### src/rtl/cal_pkg.sv
// Shared types and constants for the calculator BCD conversion stage.
package cal_pkg;

   typedef enum logic [1:0] {
      IDLE  = 2'd0,
      SHIFT = 2'd1,
      DONE  = 2'd2
   } cal_state_e;

   localparam logic [3:0] BCD_ADJ_THRESH = 4'd5;
   localparam logic [3:0] BCD_ADJ_ADD    = 4'd3;

   // Smallest digit count d with 10**d > 2**in_w.
   function automatic int unsigned bcd_min_digits(input int unsigned in_w);
      longint unsigned lim;
      longint unsigned pow;
      int unsigned     d;
      lim = 64'd1 << in_w;
      pow = 64'd1;
      d   = 32'd0;
      for (int i = 0; i < 20; i++) begin
         if (pow <= lim) begin
            pow = pow * 64'd10;
            d   = d + 32'd1;
         end
      end
      return d;
   endfunction

endpackage

### src/rtl/cal_bcd_adj.sv
// Single BCD digit add-3 corrector used before each double-dabble shift.
module cal_bcd_adj
   import cal_pkg::*;
(
   input  logic [3:0] digit,
   output logic [3:0] adj_digit
);

   // Digits of 5 or more get +3 so the following shift carries correctly.
   always_comb begin
      adj_digit = digit;
      if (digit >= BCD_ADJ_THRESH) begin
         adj_digit = digit + BCD_ADJ_ADD;
      end else begin
         adj_digit = digit;
      end
   end

endmodule

### src/rtl/cal_bin2bcd.sv
// Sequential double-dabble binary-to-BCD converter, one bit per clock.
// Optional CAL_BCD_SIGN_EN treats in_bin as two's complement and adds out_neg.
module cal_bin2bcd
   import cal_pkg::*;
#(
   parameter int IN_W   = 8,
   parameter int DIGITS = 3
) (
   input  logic                  clk,
   input  logic                  rst_n,
   input  logic                  in_valid,
   output logic                  in_ready,
   input  logic [IN_W-1:0]       in_bin,
   output logic                  out_valid,
   input  logic                  out_ready,
   output logic [4*DIGITS-1:0]   out_bcd,
`ifdef CAL_BCD_SIGN_EN
   output logic                  out_neg,
`endif
   output logic                  busy
);

   localparam int BW         = 4 * DIGITS;
   localparam int CW         = $clog2(IN_W + 1);
   localparam int MIN_DIGITS = int'(bcd_min_digits(IN_W));

   if (DIGITS < MIN_DIGITS) begin : g_digits_check
      $error("cal_bin2bcd: DIGITS too small for IN_W");
   end

   cal_state_e          state_r;
   cal_state_e          state_nx;
   logic [IN_W-1:0]     bin_r;
   logic [BW-1:0]       bcd_r;
   logic [CW-1:0]       count_r;
   logic [BW-1:0]       adj_s;
   logic [BW+IN_W-1:0]  shifted_s;
   logic [IN_W-1:0]     load_bin_s;
   logic                accept_s;
   logic                in_ready_r;
   logic                out_valid_r;
   logic                busy_r;
   logic [BW-1:0]       out_bcd_r;

   for (genvar g = 0; g < DIGITS; g++) begin : g_adj
      cal_bcd_adj u_adj (
         .digit     (bcd_r[4*g +: 4]),
         .adj_digit (adj_s[4*g +: 4])
      );
   end

   assign shifted_s = {adj_s, bin_r} << 1;
   assign accept_s  = in_valid && in_ready_r;

`ifdef CAL_BCD_SIGN_EN
   logic neg_r;
   logic out_neg_r;
   // Negative inputs are latched as their IN_W-bit magnitude.
   assign load_bin_s = in_bin[IN_W-1] ? (~in_bin + {{(IN_W-1){1'b0}}, 1'b1}) : in_bin;
   assign out_neg    = out_neg_r;
`else
   assign load_bin_s = in_bin;
`endif

   // Next-state decode for the IDLE -> SHIFT -> DONE sequence.
   always_comb begin
      state_nx = state_r;
      case (state_r)
         IDLE: begin
            if (accept_s) state_nx = SHIFT;
            else          state_nx = IDLE;
         end
         SHIFT: begin
            if (count_r == CW'(1)) state_nx = DONE;
            else                   state_nx = SHIFT;
         end
         DONE: begin
            if (out_ready) state_nx = IDLE;
            else           state_nx = DONE;
         end
         default: state_nx = IDLE;
      endcase
   end

   // State, handshake flags and the shift datapath.
   always_ff @(posedge clk or negedge rst_n) begin
      if (!rst_n) begin
         state_r     <= IDLE;
         bin_r       <= '0;
         bcd_r       <= '0;
         count_r     <= '0;
         in_ready_r  <= 1'b1;
         out_valid_r <= 1'b0;
         busy_r      <= 1'b0;
         out_bcd_r   <= '0;
`ifdef CAL_BCD_SIGN_EN
         neg_r       <= 1'b0;
         out_neg_r   <= 1'b0;
`endif
      end else begin
         state_r     <= state_nx;
         in_ready_r  <= (state_nx == IDLE);
         out_valid_r <= (state_nx == DONE);
         busy_r      <= (state_nx != IDLE);
         case (state_r)
            IDLE: begin
               if (accept_s) begin
                  bin_r   <= load_bin_s;
                  bcd_r   <= '0;
                  count_r <= CW'(IN_W);
`ifdef CAL_BCD_SIGN_EN
                  neg_r   <= in_bin[IN_W-1];
`endif
               end
            end
            SHIFT: begin
               bcd_r   <= shifted_s[BW+IN_W-1:IN_W];
               bin_r   <= shifted_s[IN_W-1:0];
               count_r <= count_r - CW'(1);
               // Only the final shift result is published.
               if (count_r == CW'(1)) begin
                  out_bcd_r <= shifted_s[BW+IN_W-1:IN_W];
`ifdef CAL_BCD_SIGN_EN
                  out_neg_r <= neg_r;
`endif
               end
            end
            default: begin
            end
         endcase
      end
   end

   assign in_ready  = in_ready_r;
   assign out_valid = out_valid_r;
   assign busy      = busy_r;
   assign out_bcd   = out_bcd_r;

endmodule

### config.mk
export PLATFORM = sky130hd
export DESIGN_NAME = cal_bin2bcd
export DESIGN_NICKNAME = d
export VERILOG_FILES = /design/src/rtl/cal_pkg.sv /design/src/rtl/cal_bcd_adj.sv /design/src/rtl/cal_bin2bcd.sv
export SDC_FILE = /design/constraint.sdc
export NUM_CORES = 1
export LEC_CHECK = 0
export ABC_CLOCK_PERIOD_IN_PS = 1900
export CAP_MARGIN = 10
export CORE_AREA = 2 2 94 96
export CTS_CLUSTER_DIAMETER = 120
export DETAILED_ROUTE_END_ITERATION = 8
export DIE_AREA = 0 0 96 98
export GPL_TIMING_DRIVEN = 0
export MAX_ROUTING_LAYER = met4
export PLACE_DENSITY_LB_ADDON = 0.05
export SYNTH_ARGS = -nofsm -noshare
export SYNTH_HDL_FRONTEND = slang
export SYNTH_HIERARCHICAL = 1
export SYNTH_SLANG_ARGS = --single-unit
export TNS_END_PERCENT = 10
### constraint.sdc
create_clock -name clk -period 1.9 [get_ports clk]
set_input_delay 0.285 -clock clk [delete_from_list [all_inputs] [get_ports clk]]
set_output_delay 0.285 -clock clk [all_outputs]
set_load 0.01 [all_outputs]
==> results.cfg, run 1 <==
[global_routing]
maximum_number_of_pins_on_one_net_before_global_route_repair = 36
antenna_violations_before_repair = 0
global_route_wire_length_before_repair_um = 7500
global_route.overflow_total = 0
first_global_vias = 1448
grt_usage_pct = 10.54

[detailed_routing]
routed_wire_length_per_instance_um = 13.84
vias_per_cell = 4.393
antenna_violating_nets_post_route = 0
route.final.wire_length_um = 4401
drt-pass1-iter-count = 4
vias = 1397
drc_viols = 0
first_drt_iteration_drcs = 38

[sta]
worst_setup_skew_after_layout_ns = 0.004665
timing.fmax_mhz = 601.5
hold_violations = 0
setup_ws_ns = 0.2374
timing.final.crit_share_pct = 87.50
timing.final.setup_violations = 0
timing.max_slew.rel_slack_pct = 69.65
finalWorstPathRequiredPeriod_ns = 1.663
rsz0062_at_grt = false
tightestPinTransition_ns = 0.4553
drv_slew = 0

[setup_path]
required_ns = 1.62
arrival_time_reported_for_the_critical_path_endpoint_ns = 1.38
timing.critical_path.fanout_max = 3
rrSetupSlack_ns = 0.35
r2r-end = out_bcd[6]
end_kind = output pin
rr_startpoint = bcd_r[4]
critical_path.startpoint_type = flip-flop
worst_r2r_path_depth = 6
cpPeakStageDelay_ns = 0.54
cp.buffers_inverters = 1
criticalPathCategory = reg2out
cpLargestDelayFamily = flip-flops
worstPathCellList = clkdlybuf4s50_1
slowest_stage = sky130_fd_sc_hd__dfstp_2

[floorplanning]
rows = 34
initial_core_utilization_pct = 23.84
dieHeight_um = 98
core_area_um2 = 8466
die_area_um2 = 9408
die_x_um = 96
io-pin-count = 27

[clock_network]
ctsRootBufferMaster = sky130_fd_sc_hd__clkbuf_8
tritoncts = done
count_of_hold_buffers_inserted_by_post_cts_repair = 1
postCtsSetupRepairBufs = 0
cts_max_level = 2
cts.repair.resized = 0
worstSkewPairLatency_ns = 0.30
clkSinkCount = 41
clk_pin_slew_ns = 0.08
inserted_clock_buffers = 5
max-clock-path-buffers = 2

[yosys]
yosys_warnings = 6
post_synth_inst_count = 174
synthesis.nets = 194
synthesis.area_per_instance_um2 = 11.60
synthesis.area_um2 = 2018

[pwr]
p_sw_w = 0.001517
combinationalPowerShare_pct = 47.6
p_int_w = 0.002563
peakVddDrop_v = 0.0003351
switching_share_pct = 37.18
power.total_w = 0.004080
share_seq_of_total_power_pct = 36.6
p_clk_share_pct = 15.8
power.leakage_nw = 1.156
power.density_cell_area_nw_per_um2 = 1606

[placed_design]
gp_routability_congestion = 0.6897
hpwlAfterDp_um = 3159
placement.io_buffers = 26
place_worst_setup_slack_ns = 0.2191
detailed_place.area_um2 = 2429

[run_status]
outcome = completed

[job]
max-cap-violations = 0

[final_layout]
finish.net_count = 229
antennaDiodeCount = 0
final-seq-area_um2 = 1027
final_core_util_pct = 30.00
multiInputGateArea_um2 = 902.1
count_of_fill_cells_added_during_filler_insertion = 882
final_layout_size_suffix_gt1_share_pct = 18.57
postLayoutCellArea_um2 = 2540
areaGrowthSynthToFinish_pct = 25.85

[worst_hold_path]
hold_class = in2async
## state kept, by name, summed over array words and instances, names as in the netlist
name / cells
busy: 1
out_valid: 1
bin_r: 8
in_ready: 1
bcd_r: 12
out_bcd: 12
state_r: 2
count_r: 4
## power groups by stage
| stage | clock network [W] | logic, W | registers, W |
|---|---|---|---|
| 6_report | 0.000645 | 0.00194 | 0.00149 |
| 4_1_cts | 0.000670 | 0.00199 | 0.00150 |
| 2_1_floorplan | 0 | 0.00132 | 0.00151 |
| 3_5_place_dp | 0 | 0.00198 | 0.00152 |
| 5_1_grt | 0.000708 | 0.00219 | 0.00155 |
| 3_3_place_gp | 0 | 0.00194 | 0.00150 |
## how the worst max path moves through the flow
stage | cells past startpoint | endpoint | startpoint
floorplan | 5 | out_bcd[2] | bcd_r[0]
global placement | 1 | out_bcd[3] | rst_n
detailed placement | 5 | bcd_r[5] | in_valid
CTS | 1 | in_ready | in_ready
global route | 1 | in_ready | in_ready
finish | 1 | in_ready | in_ready
## area by class of cell
| cell class | instances | area share (%) |
|---|---|---|
| sequential | 41 | 40.44 |
| multi-input combinational | 116 | 35.52 |
| timing repair buffer | 28 | 11.23 |
| tap | 108 | 5.320 |
| clock buffer | 7 | 3.793 |
| buffer | 9 | 2.315 |
| inverter | 8 | 1.182 |
| clock inverter | 1 | 0.1970 |
## cell usage in the layout, fill, tap and decap left out, types with 8 or more instances in the layout
cell type and n:
sky130_fd_sc_hd__inv_1 8, sky130_fd_sc_hd__dfrtp_1 40, sky130_fd_sc_hd__nand2b_1 8, sky130_fd_sc_hd__nand2_1 17, sky130_fd_sc_hd__nor2b_1 8, sky130_fd_sc_hd__ha_1 8
sky130_fd_sc_hd__mux2_4 8, sky130_fd_sc_hd__clkdlybuf4s50_1 25, sky130_fd_sc_hd__a22o_1 12
## metal layers
metal | track usage [%] | up-vias | part of all wire (%)
met5 | - | - | 0
met4 | 3.297 | 0 | 1.4
met3 | 2.701 | 7 | 4.0
met2 | 15.92 | 26 | 48
met1 | 13.77 | 689 | 47
li1 | - | 675 | -
## per-stage QoR
step | TNS (ns) | instances | hold slack [ns]
final | 0 | 318 | 0.3616
after global routing | 0 | 318 | 0.3757
after CTS | 0 | 318 | 0.3644
after detailed placement | 0 | 309 | 0.1501
after global placement | -22.98 | 308 | 0.4740
after floorplan | 0 | 174 | -0.01059
Power figures use the tool's default switching activity.
==> run 2: changes to the inputs <==
Settings changed: CORE_AREA 2 2 94 96 to 2 2 66 68, DIE_AREA 0 0 96 98 to 0 0 68 70.
==> run 2 against run 1 <==
  * Sequential power barely moved
  * Setup slack better by 0.016 ns
  * Count of clock-buffer cells in the layout stayed put
  * Cell area decreased by 2.8%
  * Cell count down 18%
  * Global-route usage grew 8.1 points
  * Hold slack improved by 0.13 ns
  * Total power decreased by 0.48%
  * Flip-flop and latch count unchanged
  * Register-to-register slack is essentially flat
  * Critical path depth unchanged
  * Sequential share of layout area is 1.1 points higher
  * Largest power group unchanged
==> results.cfg, run 2 (synthesized netlist as in run 1, its figures left out) <==
[clock_network]
max-clock-path-buffers = 2
clkSinkCount = 41
worstSkewPairLatency_ns = 0.29
postCtsSetupRepairBufs = 0
cts_max_level = 2
inserted_clock_buffers = 5
cts.repair.resized = 0
ctsRootBufferMaster = sky130_fd_sc_hd__clkbuf_8
clk_pin_slew_ns = 0.08
tritoncts = done

[setup_path]
required_ns = 1.62
r2r-end = bcd_r[2]
worst_r2r_path_depth = 5
rr_startpoint = bcd_r[0]
cpPeakStageDelay_ns = 0.54
worst-path-stages = 1
critical_path.startpoint_type = flip-flop
slowest_stage = sky130_fd_sc_hd__dfstp_2
cp.buffers_inverters = 1
cpLargestDelayFamily = flip-flops
rrSetupSlack_ns = 0.34
end_kind = output pin
timing.critical_path.fanout_max = 3
worstPathCellList = clkdlybuf4s50_1
criticalPathCategory = reg2out
arrival_time_reported_for_the_critical_path_endpoint_ns = 1.36
critical_path.startpoint = in_ready

[sta]
finalWorstPathRequiredPeriod_ns = 1.647
setup_ws_ns = 0.2530
timing.final.crit_share_pct = 86.68
fin_worst_hold_slack_ns = 0.4868
drv_slew = 0
hold_violations = 0
timing.final.setup_violations = 0
rsz0062_at_grt = false
worst_setup_skew_after_layout_ns = 0.004324
timing.fmax_mhz = 607.2
tightestPinTransition_ns = 0.4734
setup-tns-final_ns = 0
timing.max_slew.rel_slack_pct = 68.44

[global_routing]
global_route_wire_length_before_repair_um = 6458
global_route.overflow_total = 0
grt_usage_pct = 18.62
first_global_vias = 1385
antenna_violations_before_repair = 0
maximum_number_of_pins_on_one_net_before_global_route_repair = 42

[detailed_routing]
highest-signal-layer = met4
vias = 1410
routed_wire_length_per_instance_um = 14.96
detailroute.wirelength.met3_um = 139
antenna_violating_nets_post_route = 0
m1WireLength_um = 1894
route.met2.wl_um = 1832
first_drt_iteration_drcs = 55
route.final.wire_length_um = 3919
vias_per_cell = 5.382
drt-pass1-iter-count = 4
drc_viols = 0

[pwr]
power.leakage_nw = 1.156
p_sw_w = 0.001495
power.density_cell_area_nw_per_um2 = 1644
switching_share_pct = 36.81
p_int_w = 0.002566
share_seq_of_total_power_pct = 36.9
combinationalPowerShare_pct = 47.8
p_clk_share_pct = 15.3
peakVddDrop_v = 0.0006828

[final_layout]
final_cell_mix = 40 x sky130_fd_sc_hd__dfrtp_1, 25 x sky130_fd_sc_hd__clkdlybuf4s50_1, 17 x sky130_fd_sc_hd__nand2_1, 12 x sky130_fd_sc_hd__a22o_1
finish.net_count = 229
layout_commonest_cell = sky130_fd_sc_hd__dfrtp_1
final_layout_size_suffix_gt1_share_pct = 18.57
antennaDiodeCount = 0
areaGrowthSynthToFinish_pct = 22.38

[worst_hold_path]
hold_class = in2async

[floorplanning]
die_x_um = 68
initial_core_utilization_pct = 48.70
dieHeight_um = 70
core_area_um2 = 4144
io-pin-count = 27
rows = 24
die_area_um2 = 4760

[run_status]
outcome = completed

[placed_design]
placement.io_buffers = 26
hpwlAfterDp_um = 2680
place_worst_setup_slack_ns = 0.2394
gp_routability_congestion = 0.8340

[job]
max-cap-violations = 0
run 2: cell counts in the layout (fill, tap and decap cells not counted):
No cell type changed its count.
run 2: metrics by stage:
stage	std cells	cell area, um^2	power [W]	utilization [%]
3_5_place_dp	253	2359	0.003461	56.91
2_1_floorplan	174	2018	0.002832	-
3_3_place_gp	252	2344	0.003359	56.55
4_1_cts	262	2470	0.004103	59.60
6_report	262	2470	0.004061	59.60
5_1_grt	262	2470	0.004376	59.60
run 2: cell type report:
cell class / count / area [um^2]
clock buffer: 7 / 96.34
timing repair buffer: 28 / 285.3
fill: 346 / 1674
buffer: 9 / 58.81
clock inverter: 1 / 5.005
inverter: 8 / 30.03
tap: 52 / 65.06
sequential: 41 / 1027
multi-input combinational: 116 / 902.1
run 2: how the worst max path moves through the flow:
stage                      end  slack (ns)
floorplan           out_bcd[2]        0.48
global placement    out_bcd[3]       -0.48
detailed placement    bcd_r[3]        0.24
CTS                   in_ready        0.24
global route          in_ready        0.21
finish                in_ready        0.25
run 2: per-layer routing:
metal / GRT usage, % / vias to the layer above
met1: 25.13 / 704
li1: - / 676
met5: - / -
met4: 7.333 / 0
met2: 27.40 / 25
met3: 3.865 / 5
run 2: repair_timing:
action                                  in CTS  in global routing
endpoints found under the setup margin       0                  0
hold endpoints to repair                    40                  0
hold buffers                                 1                  0
run 2: power by group through the flow:
stage	registers, W	clock network [W]	logic [W]
detailed placement	0.00151	0	0.00195
global route	0.00155	0.000668	0.00216
global placement	0.00149	0	0.00187
floorplan	0.00151	0	0.00132
CTS	0.00150	0.000646	0.00196
finish	0.00150	0.000620	0.00194
run 2: worst reg2reg max path, delay by kind of cell, from the launching register on:
kind / cells / cell delay [ns]
and+or+nand+nor: 1 / 0.17
muxes: 1 / 0.29
AOI/OAI and AO/OA: 2 / 0.39
adders and majority gates: 1 / 0.22
DFF: 1 / 0.44
